**src/rtl/pipelined_barrel_shifter_if.sv**
```systemverilog
// Valid/ready stream bundle for the pipelined barrel shifter.
// Carries the input beat, the result beat and the busy flag.
interface pipelined_barrel_shifter_if #(
    parameter int WIDTH = 8
);
    localparam int SHW = $clog2(WIDTH);

    logic             in_valid;
    logic             in_ready;
    logic [WIDTH-1:0] in_data;
    logic [SHW-1:0]   in_amt;
    logic [1:0]       in_mode;
    logic             out_valid;
    logic             out_ready;
    logic [WIDTH-1:0] out_data;
    logic             busy;

    modport master (
        output in_valid, in_data, in_amt, in_mode, out_ready,
        input  in_ready, out_valid, out_data, busy
    );

    modport slave (
        input  in_valid, in_data, in_amt, in_mode, out_ready,
        output in_ready, out_valid, out_data, busy
    );
endinterface

```
**src/rtl/pipelined_barrel_shifter.sv**
```systemverilog
// Log2(WIDTH)-stage barrel shifter with a global stall enable.
// Define BARREL_ROTATE_EN to make mode 11 rotate left instead of shift left.
module pipelined_barrel_shifter #(
    parameter int WIDTH = 8
) (
    input logic                      clk,
    input logic                      rst_n,
    pipelined_barrel_shifter_if.slave bus
);
    localparam int SHW = $clog2(WIDTH);

    logic [WIDTH-1:0] st_data  [SHW];
    logic [SHW-1:0]   st_amt   [SHW];
    logic [1:0]       st_mode  [SHW];
    logic [SHW-1:0]   st_vld;

    logic [WIDTH-1:0] src_data [SHW];
    logic [SHW-1:0]   src_amt  [SHW];
    logic [1:0]       src_mode [SHW];
    logic [WIDTH-1:0] nxt_data [SHW];

    logic adv;
    logic acc;

    assign adv          = bus.out_ready || !bus.out_valid;
    assign bus.in_ready = adv && rst_n;
    assign acc          = bus.in_valid && bus.in_ready;

    function automatic logic [WIDTH-1:0] shift_by(
        input logic [WIDTH-1:0] d,
        input logic [1:0]       m,
        input int               s
    );
        logic [WIDTH-1:0] r;
        unique case (m)
            2'b01:   r = d >> s;
            2'b10:   r = WIDTH'($signed(d) >>> s);
`ifdef BARREL_ROTATE_EN
            2'b11:   r = (d << s) | (d >> (WIDTH - s));
`endif
            default: r = d << s;
        endcase
        return r;
    endfunction

    // Stage k applies the 2^k step; stage 0 is fed straight from the input.
    always_comb begin
        src_data[0] = bus.in_data;
        src_amt[0]  = bus.in_amt;
        src_mode[0] = bus.in_mode;
        for (int k = 1; k < SHW; k++) begin
            src_data[k] = st_data[k-1];
            src_amt[k]  = st_amt[k-1];
            src_mode[k] = st_mode[k-1];
        end
        for (int k = 0; k < SHW; k++) begin
            nxt_data[k] = src_data[k];
            if (src_amt[k][k])
                nxt_data[k] = shift_by(src_data[k], src_mode[k], 1 << k);
        end
    end

    always_ff @(posedge clk) begin
        if (!rst_n) begin
            st_vld <= '0;
            for (int k = 0; k < SHW; k++) begin
                st_data[k] <= '0;
                st_amt[k]  <= '0;
                st_mode[k] <= '0;
            end
        end else if (adv) begin
            st_vld[0] <= acc;
            for (int k = 1; k < SHW; k++)
                st_vld[k] <= st_vld[k-1];
            for (int k = 0; k < SHW; k++) begin
                st_data[k] <= nxt_data[k];
                st_amt[k]  <= src_amt[k];
                st_mode[k] <= src_mode[k];
            end
        end
    end

    assign bus.out_valid = st_vld[SHW-1];
    assign bus.out_data  = st_vld[SHW-1] ? st_data[SHW-1] : '0;
    assign bus.busy      = |st_vld;
endmodule

```
**src/flat_wrapper.sv**
```systemverilog
// flat-port wrapper written by rule: the top's interface ports become plain ports
module pipelined_barrel_shifter_flat 
#(
    parameter int WIDTH = 8
)
  (clk, rst_n, bus_in_valid, bus_in_data, bus_in_amt, bus_in_mode, bus_out_ready, bus_in_ready, bus_out_valid, bus_out_data, bus_busy);
  pipelined_barrel_shifter_if #(.WIDTH(WIDTH)) bus_i ();
  input logic clk;
  input logic rst_n;
  input wire logic [$bits(bus_i.in_valid)-1:0] bus_in_valid;
  input wire logic [$bits(bus_i.in_data)-1:0] bus_in_data;
  input wire logic [$bits(bus_i.in_amt)-1:0] bus_in_amt;
  input wire logic [$bits(bus_i.in_mode)-1:0] bus_in_mode;
  input wire logic [$bits(bus_i.out_ready)-1:0] bus_out_ready;
  output wire logic [$bits(bus_i.in_ready)-1:0] bus_in_ready;
  output wire logic [$bits(bus_i.out_valid)-1:0] bus_out_valid;
  output wire logic [$bits(bus_i.out_data)-1:0] bus_out_data;
  output wire logic [$bits(bus_i.busy)-1:0] bus_busy;
  assign bus_i.in_valid = bus_in_valid;
  assign bus_i.in_data = bus_in_data;
  assign bus_i.in_amt = bus_in_amt;
  assign bus_i.in_mode = bus_in_mode;
  assign bus_i.out_ready = bus_out_ready;
  assign bus_in_ready = bus_i.in_ready;
  assign bus_out_valid = bus_i.out_valid;
  assign bus_out_data = bus_i.out_data;
  assign bus_busy = bus_i.busy;
  pipelined_barrel_shifter #(.WIDTH(WIDTH)) u_core (.clk(clk), .rst_n(rst_n), .bus(bus_i));
endmodule
```
**config.mk**
```make
export PLATFORM = sky130hd
export DESIGN_NAME = pipelined_barrel_shifter_flat
export DESIGN_NICKNAME = d
export VERILOG_FILES = /design/src/rtl/pipelined_barrel_shifter_if.sv /design/src/rtl/pipelined_barrel_shifter.sv /design/src/flat_wrapper.sv
export SDC_FILE = /design/constraint.sdc
export NUM_CORES = 1
export LEC_CHECK = 0
export CORE_AREA = 3 3 72 74
export CTS_CLUSTER_SIZE = 20
export DETAILED_ROUTE_END_ITERATION = 16
export DIE_AREA = 0 0 75 77
export GPL_ROUTABILITY_DRIVEN = 0
export GPL_TIMING_DRIVEN = 0
export PLACE_DENSITY_LB_ADDON = 0.15
export SLEW_MARGIN = 20
export SYNTH_ARGS = -nofsm -noshare
export SYNTH_HDL_FRONTEND = slang
export SYNTH_SLANG_ARGS = --single-unit
```
**constraint.sdc**
```tcl
create_clock -name clk -period 2 [get_ports clk]
set_input_delay 0.3 -clock clk [delete_from_list [all_inputs] [get_ports clk]]
set_output_delay 0.3 -clock clk [all_outputs]
set_load 0.02 [all_outputs]
```
## Yosys cells after proc, flatten, opt, wreduce, memory -nomap -nowiden

Memories as Yosys holds them, arrays and structs flattened.
Cells that the tools add are included.

- Reductions and logical operators: 5
- Equal/unequal tests: 6
- Muxes and demuxes: 20
- Bitwise logic cells: 9

Operators by type and width:

| operator | number |
|---|---|
| 8-bit 2-to-1 mux | 7 |
| 8-bit case mux with 2 select lines | 3 |
| 3-bit 2-to-1 mux | 3 |
| 1-bit bitwise OR | 9 |
| 2-bit by 1-bit == test with 1-bit output, second input constant | 3 |
| 2-bit == test, second input constant | 3 |
| 2-bit 2-to-1 mux | 3 |
| 1-bit 2-to-1 mux | 4 |
| 3-bit OR reduction | 1 |
| 1-bit logical AND | 2 |
| 1-bit logical NOT | 1 |
| 1-bit logical OR | 1 |

- Memories kept: 3
- Bits in registers: 3
- Word-level logic and storage cells: 44
- Input bits: 17
- Bits in writable memories: 39

Memory list:

| memory | depth | bits a word | rd ports | clocked after memory_dff | write ports | RTL line | text |
|---|---|---|---|---|---|---|---|
| u_core.st_data | 3 | 8 | 3 | 0 | 3 | pipelined_barrel_shifter.sv:12 | `logic [WIDTH-1:0] st_data [SHW];` |
| u_core.st_amt | 3 | 3 | 2 | 0 | 3 | pipelined_barrel_shifter.sv:13 | `logic [SHW-1:0] st_amt [SHW];` |
| u_core.st_mode | 3 | 2 | 2 | 0 | 3 | pipelined_barrel_shifter.sv:14 | `logic [1:0] st_mode [SHW];` |

## Depth between registers and ports, before layout

Gate-level depths: netlist of the first run.

- Depth after elaboration: 6
- Mapped depth: 6

## Worst setup path after synthesis of the first run

Ideal clock, no wire load.

- Path type: reg2reg
- From: reg u_core.st_vld[2]
- To: mem u_core.st_amt[0][1] in the netlist's numbering (enable)
- Buffers on the path: 1
- Clock period less this slack: 1.873 ns
- Data arrival time: 1.487 ns
- Cell stages (with the launch flop): 5
- Path slack: 0.127 ns
- Path through: dfxtp_1 -> buf_2 -> nor2b_1 -> and2_1 -> inv_1

RTL lines:

| element | RTL line | text |
|---|---|---|
| from (decl) | pipelined_barrel_shifter.sv:15 | `logic [SHW-1:0] st_vld;` |
| from (signal, indexed assignment) | pipelined_barrel_shifter.sv:74 | `st_vld[k] <= st_vld[k-1];` |
| to (decl) | pipelined_barrel_shifter.sv:13 |  |

## Worst setup path after layout of the first run

- From: reg u_core.st_vld[2]
- To: out bus_out_data[3]

- Cells in the longest elaborated chain, start to end: 1

Ends and longest elaborated chain:

| element | RTL line | text |
|---|---|---|
| 8-bit 2-to-1 mux | pipelined_barrel_shifter.sv:84 | `assign bus.out_data = st_vld[SHW-1] ? st_data[SHW-1] : '0;` |
| to (decl) | flat_wrapper.sv:17 | `output wire logic [$bits(bus_i.out_data)-1:0] bus_out_data;` |

No other way between the ends.

==> flow_summary_export.csv, run 1 <==
group,metric,value,unit
sta,grt_setup_unrepaired,"no",
synth,synth_warnings,0,
detailed_routing,wl_per_cell,14.20,um
synth,synth_edf_count,31,
placement,placed_cells,242,
synth,synthFlopType,"edfxtp_1",
setup_path,worst_ep_required_time,1.70,ns
setup_path,cp-startpoint,"u_core.st_vld[2]",
sta,tightest_slew,0.3485,ns
pwr,internal-power,1.227,mW
clocking,cts_tree,"yes",
clocking,cts_root_buf,"clkbuf_8",
clocking,cts.sinks,34,
clocking,hold_buffers,0,
sta,slew_headroom,0.7672,
floorplanning,start_util,0.3925,
synth,yosys-top-cells-area,"edfxtp_1, a211oi_2, nor2_1",
clocking,clock_path_buffers,2,
placement,placed_area,2157,sq um
clocking,cts_setup_buffers,0,
synth,synth_area_leader_cell,"edfxtp_1",
synth,ys_async_sr_fraction,0,
clocking,htree_levels,2,
placement,post-dp-hpwl,2546,um
setup_path,r2r_end,"u_core.st_data[0][19]",
setup_path,worstSetupEndpointType,"output port",
finish,final_area,2273,sq um
floorplanning,rows,25,
detailed_routing,drt-total-wl,3565,um
setup_path,critPathBufInv,2,
synth,netlist_area,1829,sq um
detailed_routing,drc_errors,0,
placement,place_ws,-0.2813,ns
floorplanning,die_w,75,um
setup_path,rrSetupSlack,0.24,ns
setup_path,r2r_start,"u_core.st_vld[2]",
pwr,power_switching,396.2,uW
sta,worst_slack,0.09017,ns
global_routing,grt_start_max_net_pins,33,
pwr,power.density,713.9,nW/um^2
setup_path,cp_top_family,"buffers and inverters",
pwr,swShare,0.2441,
setup_path,endpoint,"bus_out_data[3]",
sta,worst_clock_skew,0.001535,ns
finish,nets,219,
clocking,clk_pin_slew_worst_paths,0.06,ns
synth,synthDistinctLibCells,29,
status,outcome,"completed",
floorplanning,ios,28,
placement,io_buffers,26,
global_routing,grt_pass1_wl,5713,um
sta,fmaxAchievable,0.5236,GHz
floorplanning,core-area,4661,sq um
setup_path,worstPathCellList,"buf_2 > and2_1 > clkdlybuf4s50_1",
setup_path,worst-setup-path-type,"register to output port",
setup_path,max_stage_delay,0.59,ns
min_path,hold_class,"primary input to register",
sta,setup_violations,0,
detailed_routing,viasPerCell,5.458,
pwr,pwr-share-comb,0.149,
synth,syn-mean-instance-area,11.29,sq um
setup_path,critPathLaunchType,"register",
pwr,p_clk_frac,0.320,
setup_path,crit_slowest_cell,"clkdlybuf4s50_1",
finish,n_antenna_cell,0,
synth,syn-instance-count,162,
global_routing,grt_overflow,0,
sta,final_hold_viol_count,0,
setup_path,critPathMaxFanout,10,
sta,fin_crit,1.910,ns
setup_path,cp_num_cells,3,
sta,period_share,0.9549,
pwr,seq_power_share,0.531,
synth,synth-seq-cells,34,
clocking,numCtsBuffers,5,
synth,synth_nets,185,
floorplanning,die_area,5775,sq um
detailed_routing,firstDrtPassIters,4,
global_routing,grt_use_total,0.1322,
synth,synth_top_area_frac,0.5089,
sta,hold_slack,0.3284,ns
finish,area_growth,24.28,%
global_routing,antenna_found_initial,0,
setup_path,crit_arrival,1.61,ns
flow_run,cap_violations,0,
detailed_routing,initialDrtViolationCount,53,
setup_path,reg2regPathDepth,4,
detailed_routing,num_vias,1370,
synth,yosysSeqAreaShare,0.5417,
pwr,p_total,1.623,mW
pwr,p_leak,0.9985,nW
global_routing,first_global_vias,1308,
pwr,ir_worst_vdd,234.0,uV
floorplanning,die_h,77,um
detailed_routing,ant_nets,0,
sta,slew_viol_final,0,
finish,final_cell_count_no_fill,251,
finish,drive_gt1_frac,0.1523,
clocking,insertion_delay,0.29,ns
## cell families (layout without fill, tap and decap cells)
kind of cell,Yosys count,after routing,synth area share
simple gates,53,53,0.1430
flops,34,34,0.5417
fa+ha+maj,6,6,0.04104
compound gates,49,49,0.2209
buf+inv,20,55,0.05335
## Yosys cell counts (4+ instances only)
cell,instances
and2_1,9
nor2_1,21
a211oi_2,7
a211oi_1,4
edfxtp_1,31
o2111ai_1,4
buf_2,6
nand2_1,10
inv_1,11
a21oi_1,10
a22oi_1,10
ha_1,6
## worst min-delay path by stage
| stage | cells after the start | slack [ns] | from | to |
|---|---|---|---|---|
| final | 3 | 0.33 | rst_n | u_core.st_vld[2] |
| after global routing | 3 | 0.34 | rst_n | u_core.st_vld[2] |
| after CTS | 3 | 0.33 | rst_n | u_core.st_vld[2] |
| after floorplan | 2 | 0.43 | u_core.st_vld[1] | u_core.st_vld[2] |
| after global placement | 2 | 0.45 | u_core.st_vld[1] | u_core.st_vld[2] |
| after detailed placement | 2 | 0.45 | u_core.st_vld[1] | u_core.st_vld[2] |
## area by class of cell
| class | count | area (sq um) |
|---|---|---|
| well taps | 54 | 67.56 |
| plain buffers | 8 | 52.55 |
| repair buffers | 26 | 275.3 |
| flip-flops and latches | 34 | 991.0 |
| multi-input cells | 108 | 740.7 |
| inverters | 12 | 48.80 |
| repair inverters | 1 | 7.507 |
| fillers | 419 | 2387 |
| clock buffers | 8 | 90.09 |
## tightest hold or removal path: stages
cell and delay, ns:
buf_2 0.15, nand2_1 0.08, nand2_1 0.04
## power by group through the flow
stage / Combinational [mW] / Clock, mW / Sequential [mW]
final: 0.242 / 0.519 / 0.862
after global routing: 0.267 / 0.574 / 0.866
after CTS: 0.242 / 0.533 / 0.861
after detailed placement: 0.243 / 0 / 0.877
after global placement: 0.234 / 0 / 0.875
after floorplan: 0.162 / 0 / 0.868
## state kept, by name, summed over array words and instances, names as in the netlist
name            cells
u_core.st_vld       3
u_core.st_mode      4
u_core.st_amt       3
u_core.st_data     24
## layout by cell type (no fill, tap or decap), drive strengths merged, types with 4 or more instances in the layout
cell type and instances:
buf 8, and2 9, o2111ai 4, ha 6, nand2 11, a211oi 11, a21oi 10, inv 11
dlymetal6s2s 7, edfxtp 31, a22oi 11, clkdlybuf4s50 17, clkbuf 8, nor2 21
## stage by stage
step | setup TNS [ns] | util
after floorplan | 0 | -
after global placement | -7.510 | 0.4628
after detailed placement | -9.137 | 0.4628
after CTS | 0 | 0.4824
after global routing | 0 | 0.4878
final | 0 | 0.4878
## layer usage
metal,wire length (um),up-vias,track usage
met4,114,0,0.07473
li1,-,666,-
met1,1417,653,0.1397
met5,0,-,0
met2,1875,40,0.2256
met3,158,11,0.03932
## timing repair
item / in CTS / in global routing
setup endpoints to repair: 33 / 38
hold endpoints to repair: 0 / 0
gates cloned: 0 / 1
pin swaps: 0 / 0
resized for setup: 3 / 8
Note: power is estimated with default switching activity, not from simulation.
==> inputs of run 2 (changes only) <==
CAP_MARGIN = 40   (was default)
CORE_AREA = 2 2 71 73   (was 3 3 72 74)
DIE_AREA = 0 0 73 75   (was 0 0 75 77)
==> run 2 against run 1 <==
  * Non-clock buffer count grew 2
  * Highest routed layer unchanged
  * Hold slack worse by 0.0019 ns
  * Setup slack better by 0.0035 ns
  * Core utilization increased by 0.27 points
  * Critical path depth unchanged
  * Clock power down 6.6%
  * First-iteration DRC count increased by 26%
  * Critical endpoint is now bus_out_data[2]
  * Power fell by 2.1%
==> flow_summary_export.csv, run 2 (synthesized netlist as in run 1, its figures left out) <==
group,metric,value,unit
finish,n_antenna_cell,0,
sta,worst_clock_skew,0.003691,ns
setup_path,r2r_start,"u_core.st_vld[2]",
setup_path,r2r_end,"u_core.st_mode[0][0]",
finish,nets,220,
sta,setup_violations,0,
finish,final_cell_count_no_fill,252,
detailed_routing,wl_per_cell,13.90,um
detailed_routing,drt-total-wl,3502,um
detailed_routing,drc_errors,0,
finish,final_area,2286,sq um
setup_path,reg2regPathDepth,6,
sta,period_share,0.9531,
setup_path,max_stage_delay,0.59,ns
pwr,ir_worst_vdd,278.5,uV
finish,top_register,"u_core.st_data",
global_routing,grt_use_total,0.1415,
detailed_routing,ant_nets,0,
setup_path,worstSetupEndpointType,"output port",
setup_path,cp-startpoint,"u_core.st_vld[2]",
min_path,hold_class,"primary input to register",
global_routing,grt_pass1_wl,5733,um
setup_path,worst_ep_required_time,1.70,ns
floorplanning,die_area,5475,sq um
sta,slew_headroom,0.7573,
floorplanning,start_util,0.3925,
clocking,clock_path_buffers,2,
setup_path,endpoint,"bus_out_data[2]",
finish,area_growth,24.97,%
global_routing,first_global_vias,1313,
clocking,numCtsBuffers,5,
finish,multi_input_area,740.7,sq um
setup_path,worst-setup-path-type,"register to output port",
clocking,cts.sinks,34,
finish,final-seq-area,991.0,sq um
clocking,clk_pin_slew_worst_paths,0.07,ns
finish,nFillCells,426,
sta,final_hold_viol_count,0,
finish,postLayoutCoreUtil,0.4905,
clocking,insertion_delay,0.29,ns
detailed_routing,num_vias,1374,
detailed_routing,initialDrtViolationCount,67,
detailed_routing,firstDrtPassIters,4,
finish,largestRegisters,"u_core.st_data x24, u_core.st_mode x4",
setup_path,rrSetupSlack,0.23,ns
floorplanning,die_w,73,um
clocking,hold_buffers,0,
pwr,p_leak,1.011,nW
sta,fmaxAchievable,0.5246,GHz
setup_path,cp_top_family,"buffers and inverters",
floorplanning,ios,28,
clocking,cts_tree,"yes",
placement,placed_cells,244,
sta,hold_slack,0.3266,ns
floorplanning,die_h,75,um
setup_path,critPathBufInv,2,
finish,drive_gt1_frac,0.1515,
sta,grt_setup_unrepaired,"no",
finish,final_cell_mix,"edfxtp_1, nor2_1, clkdlybuf4s50_1",
placement,io_buffers,26,
floorplanning,core-area,4661,sq um
sta,tightest_slew,0.3636,ns
clocking,htree_levels,2,
global_routing,grt_overflow,0,
finish,final_common_cell,"edfxtp_1",
setup_path,crit_slowest_cell,"clkdlybuf4s50_1",
clocking,cts_setup_buffers,0,
sta,fin_crit,1.906,ns
floorplanning,rows,25,
finish,largest_reg_flops,24,
sta,slew_viol_final,0,
global_routing,antenna_found_initial,0,
flow_run,cap_violations,0,
setup_path,crit_arrival,1.61,ns
setup_path,cp_num_cells,3,
global_routing,grt_start_max_net_pins,14,
status,outcome,"completed",
placement,post-dp-hpwl,2620,um
clocking,cts_root_buf,"clkbuf_8",
pwr,power.density,695.2,nW/um^2
setup_path,worstPathCellList,"clkbuf_4 > and2_1 > clkdlybuf4s50_1",
setup_path,critPathLaunchType,"register",
placement,placed_area,2187,sq um
setup_path,critPathMaxFanout,10,
detailed_routing,viasPerCell,5.452,
## run 2: changes by cell type in the layout (fill, tap and decap cells not counted)
cell and change:
clkbuf_1 -1, clkbuf_8 -1, buf_8 +2, clkinvlp_4 -2, clkinv_2 +1, buf_2 -1, clkinv_1 +1, inv_1 +1
clkbuf_4 +1
## run 2: report_power, final
group          internal [mW]  switching (mW)
sequential             0.833          0.0301
clock                  0.239           0.245
combinational          0.115           0.127
total                   1.19           0.402
## run 2: layout make-up
type,instances,share of cell area
sequential,34,0.4335
tap,54,0.02956
buffer,8,0.02408
multi-input combinational,108,0.3240
clock buffer,6,0.03175
clock inverter,2,0.003831
inverter,12,0.01970
timing repair buffer,28,0.1336
## run 2: through the flow
stage	setup WS, ns	total power [mW]	setup TNS (ns)
after floorplan	0.1271	1.030	0
after detailed placement	-0.1289	1.122	-0.4107
after global placement	-0.2375	1.109	-7.536
after global routing	0.006763	1.654	0
after CTS	0.04625	1.596	0
final	0.09372	1.589	0
## run 2: tightest hold or removal path, cell delays in order
cell	delay (ns)
buf_2	0.15
nand2_1	0.08
nand2_1	0.04
## run 2: worst min-delay path by stage
stage	from	end	slack, ns	cells after the start
floorplan	u_core.st_vld[1]	u_core.st_vld[2]	0.43	2
global placement	u_core.st_vld[1]	u_core.st_vld[2]	0.45	2
detailed placement	u_core.st_vld[1]	u_core.st_vld[2]	0.46	2
CTS	rst_n	u_core.st_vld[2]	0.32	3
global route	rst_n	u_core.st_vld[2]	0.33	3
finish	rst_n	u_core.st_vld[2]	0.33	3
## run 2: repair_timing
item	CTS	global route
pin swaps	0	0
setup endpoints to repair	2	8
gates resized for setup	2	8
## run 2: per-layer routing
layer	part of all wire	vias to the layer above	track usage
met5	0	-	0
met4	0.033	0	0.08848
met3	0.049	11	0.04552
met2	0.53	44	0.2623
met1	0.39	650	0.1347
li1	-	669	-
==> inputs of run 3 (changes only) <==
CORE_AREA = 2 2 62 64   (was 2 2 71 73)
DIE_AREA = 0 0 64 66   (was 0 0 73 75)
==> run 3 against run 2 <==
  * Global-route usage increased by 3.8 points
  * Critical path type is now primary input to output port
  * Clock skew rose by 0.0065 ns
  * Core utilization rose by 14 points
  * Critical path depth is 2 higher
  * Register-to-register slack improved by 0.05 ns
  * Sequential power is essentially flat
  * Via count is 1.2% higher
==> flow_summary_export.csv, run 3 (synthesized netlist as in run 1, its figures left out) <==
group,metric,value,unit
sta,grt_setup_unrepaired,"no",
finish,top_register,"u_core.st_data",
global_routing,grt_overflow,0,
finish,final-seq-area,991.0,sq um
global_routing,grt_use_total,0.1790,
detailed_routing,ant_nets,0,
setup_path,crit_arrival,1.56,ns
clocking,htree_levels,2,
min_path,hold_class,"primary input to register",
clocking,cts_root_buf,"clkbuf_4",
pwr,pwr-share-comb,0.150,
clocking,clock_path_buffers,2,
setup_path,rrSetupSlack,0.28,ns
clocking,numCtsBuffers,5,
finish,nFillCells,286,
sta,fmaxAchievable,0.5388,GHz
flow_run,cap_violations,0,
setup_path,worstSetupEndpointType,"output port",
pwr,p_clk_frac,0.314,
finish,drive_gt1_frac,0.1523,
sta,final_hold_viol_count,0,
finish,final_cell_mix,"edfxtp_1, nor2_1, clkdlybuf4s50_1",
setup_path,worst-setup-path-type,"primary input to output port",
setup_path,max_stage_delay,0.48,ns
setup_path,worstPathCellList,"clkdlybuf4s50_1 > nand2b_4 > nand2_2 > inv_2 > dlygate4sd2_1",
detailed_routing,viasPerCell,5.678,
finish,largest_reg_flops,24,
sta,period_share,0.9281,
global_routing,antenna_found_initial,0,
placement,post-dp-hpwl,2498,um
setup_path,reg2regPathDepth,5,
pwr,power_switching,397.8,uW
sta,slew_headroom,0.6796,
global_routing,first_global_vias,1339,
placement,placed_cells,237,
global_routing,grt_start_max_net_pins,23,
pwr,seq_power_share,0.536,
global_routing,grt_pass1_wl,5609,um
clocking,clk_pin_slew_worst_paths,0.11,ns
clocking,hold_buffers,0,
pwr,power.density,716.3,nW/um^2
pwr,ir_worst_vdd,296.4,uV
clocking,insertion_delay,0.35,ns
detailed_routing,wl_per_cell,13.71,um
sta,tightest_slew,0.4800,ns
floorplanning,rows,22,
finish,n_antenna_cell,0,
status,outcome,"completed",
detailed_routing,drt-total-wl,3358,um
setup_path,crit_slowest_cell,"clkdlybuf4s50_1",
pwr,internal-power,1.209,mW
pwr,swShare,0.2476,
floorplanning,core-area,3551,sq um
placement,io_buffers,26,
setup_path,worst_ep_required_time,1.70,ns
sta,fin_crit,1.856,ns
finish,nets,219,
finish,area_growth,22.64,%
setup_path,critPathMaxFanout,8,
detailed_routing,drc_errors,0,
pwr,p_leak,0.9139,nW
finish,largestRegisters,"u_core.st_data x24, u_core.st_mode x4",
pwr,p_total,1.607,mW
sta,slew_viol_final,0,
finish,final_common_cell,"edfxtp_1",
detailed_routing,num_vias,1391,
sta,setup_violations,0,
finish,final_cell_count_no_fill,245,
floorplanning,die_area,4224,sq um
detailed_routing,initialDrtViolationCount,59,
min_path,hold_path_depth,3,
floorplanning,die_h,66,um
floorplanning,die_w,64,um
floorplanning,ios,28,
detailed_routing,firstDrtPassIters,4,
clocking,cts_tree,"yes",
clocking,cts.sinks,34,
finish,multi_input_area,740.7,sq um
sta,hold_slack,0.2511,ns
sta,fin_setup_tns,0,ns
finish,postLayoutCoreUtil,0.6318,
floorplanning,start_util,0.5152,
sta,worst_clock_skew,0.01015,ns
setup_path,critPathLaunchType,"primary input",
[run 3: cell count changes in the layout (fill, tap and decap cells not counted), moves of 2 or more]
cell	change
clkbuf_4	+4
dlygate4sd2_1	+8
buf_8	-2
dlymetal6s2s_1	-7
clkbuf_8	-5
[run 3: timing repair]
action,4_1_cts,5_1_grt
setup endpoints to repair,10,0
gates resized for setup,10,0
setup buffers,0,0
[run 3: worst paths after layout]
path / start / endpoint
max: bus_out_ready / bus_in_ready
min: rst_n / u_core.st_vld[2]
max reg2reg: u_core.st_vld[2] / u_core.st_amt[0][1]
min reg2reg: u_core.st_vld[1] / u_core.st_vld[2]
[run 3: critical path, delay by kind of cell]
kind / cells / cell delay [ns]
buf+inv: 3 / 0.92
simple gates: 2 / 0.33
[run 3: area by class of cell]
type,count,area share
buffer,8,0.02342
inverter,12,0.02008
clock inverter,2,0.01673
clock buffer,6,0.01840
tap,48,0.02677
timing repair buffer,27,0.1227
sequential,34,0.4417
multi-input combinational,108,0.3302
[run 3: metal layers]
metal | track usage | wire length [um]
met5 | 0 | 0
met4 | 0.1250 | 125
met2 | 0.3411 | 1797
met1 | 0.1626 | 1240
met3 | 0.04770 | 193
[run 3: metrics by stage]
step                      cell area (sq um)  setup slack [ns]
after floorplan                        1829            0.1271
after CTS                              2243            0.1364
after global routing                   2243           0.06480
after detailed placement               2177           -0.1340
final                                  2243            0.1439
after global placement                 2150           -0.2212
[run 3: power by group through the flow]
stage | Clock [mW] | Combinational [mW] | Sequential (mW)
after floorplan | 0 | 0.162 | 0.868
after global placement | 0 | 0.231 | 0.875
after detailed placement | 0 | 0.243 | 0.877
after CTS | 0.513 | 0.240 | 0.860
after global routing | 0.538 | 0.265 | 0.867
final | 0.505 | 0.240 | 0.862
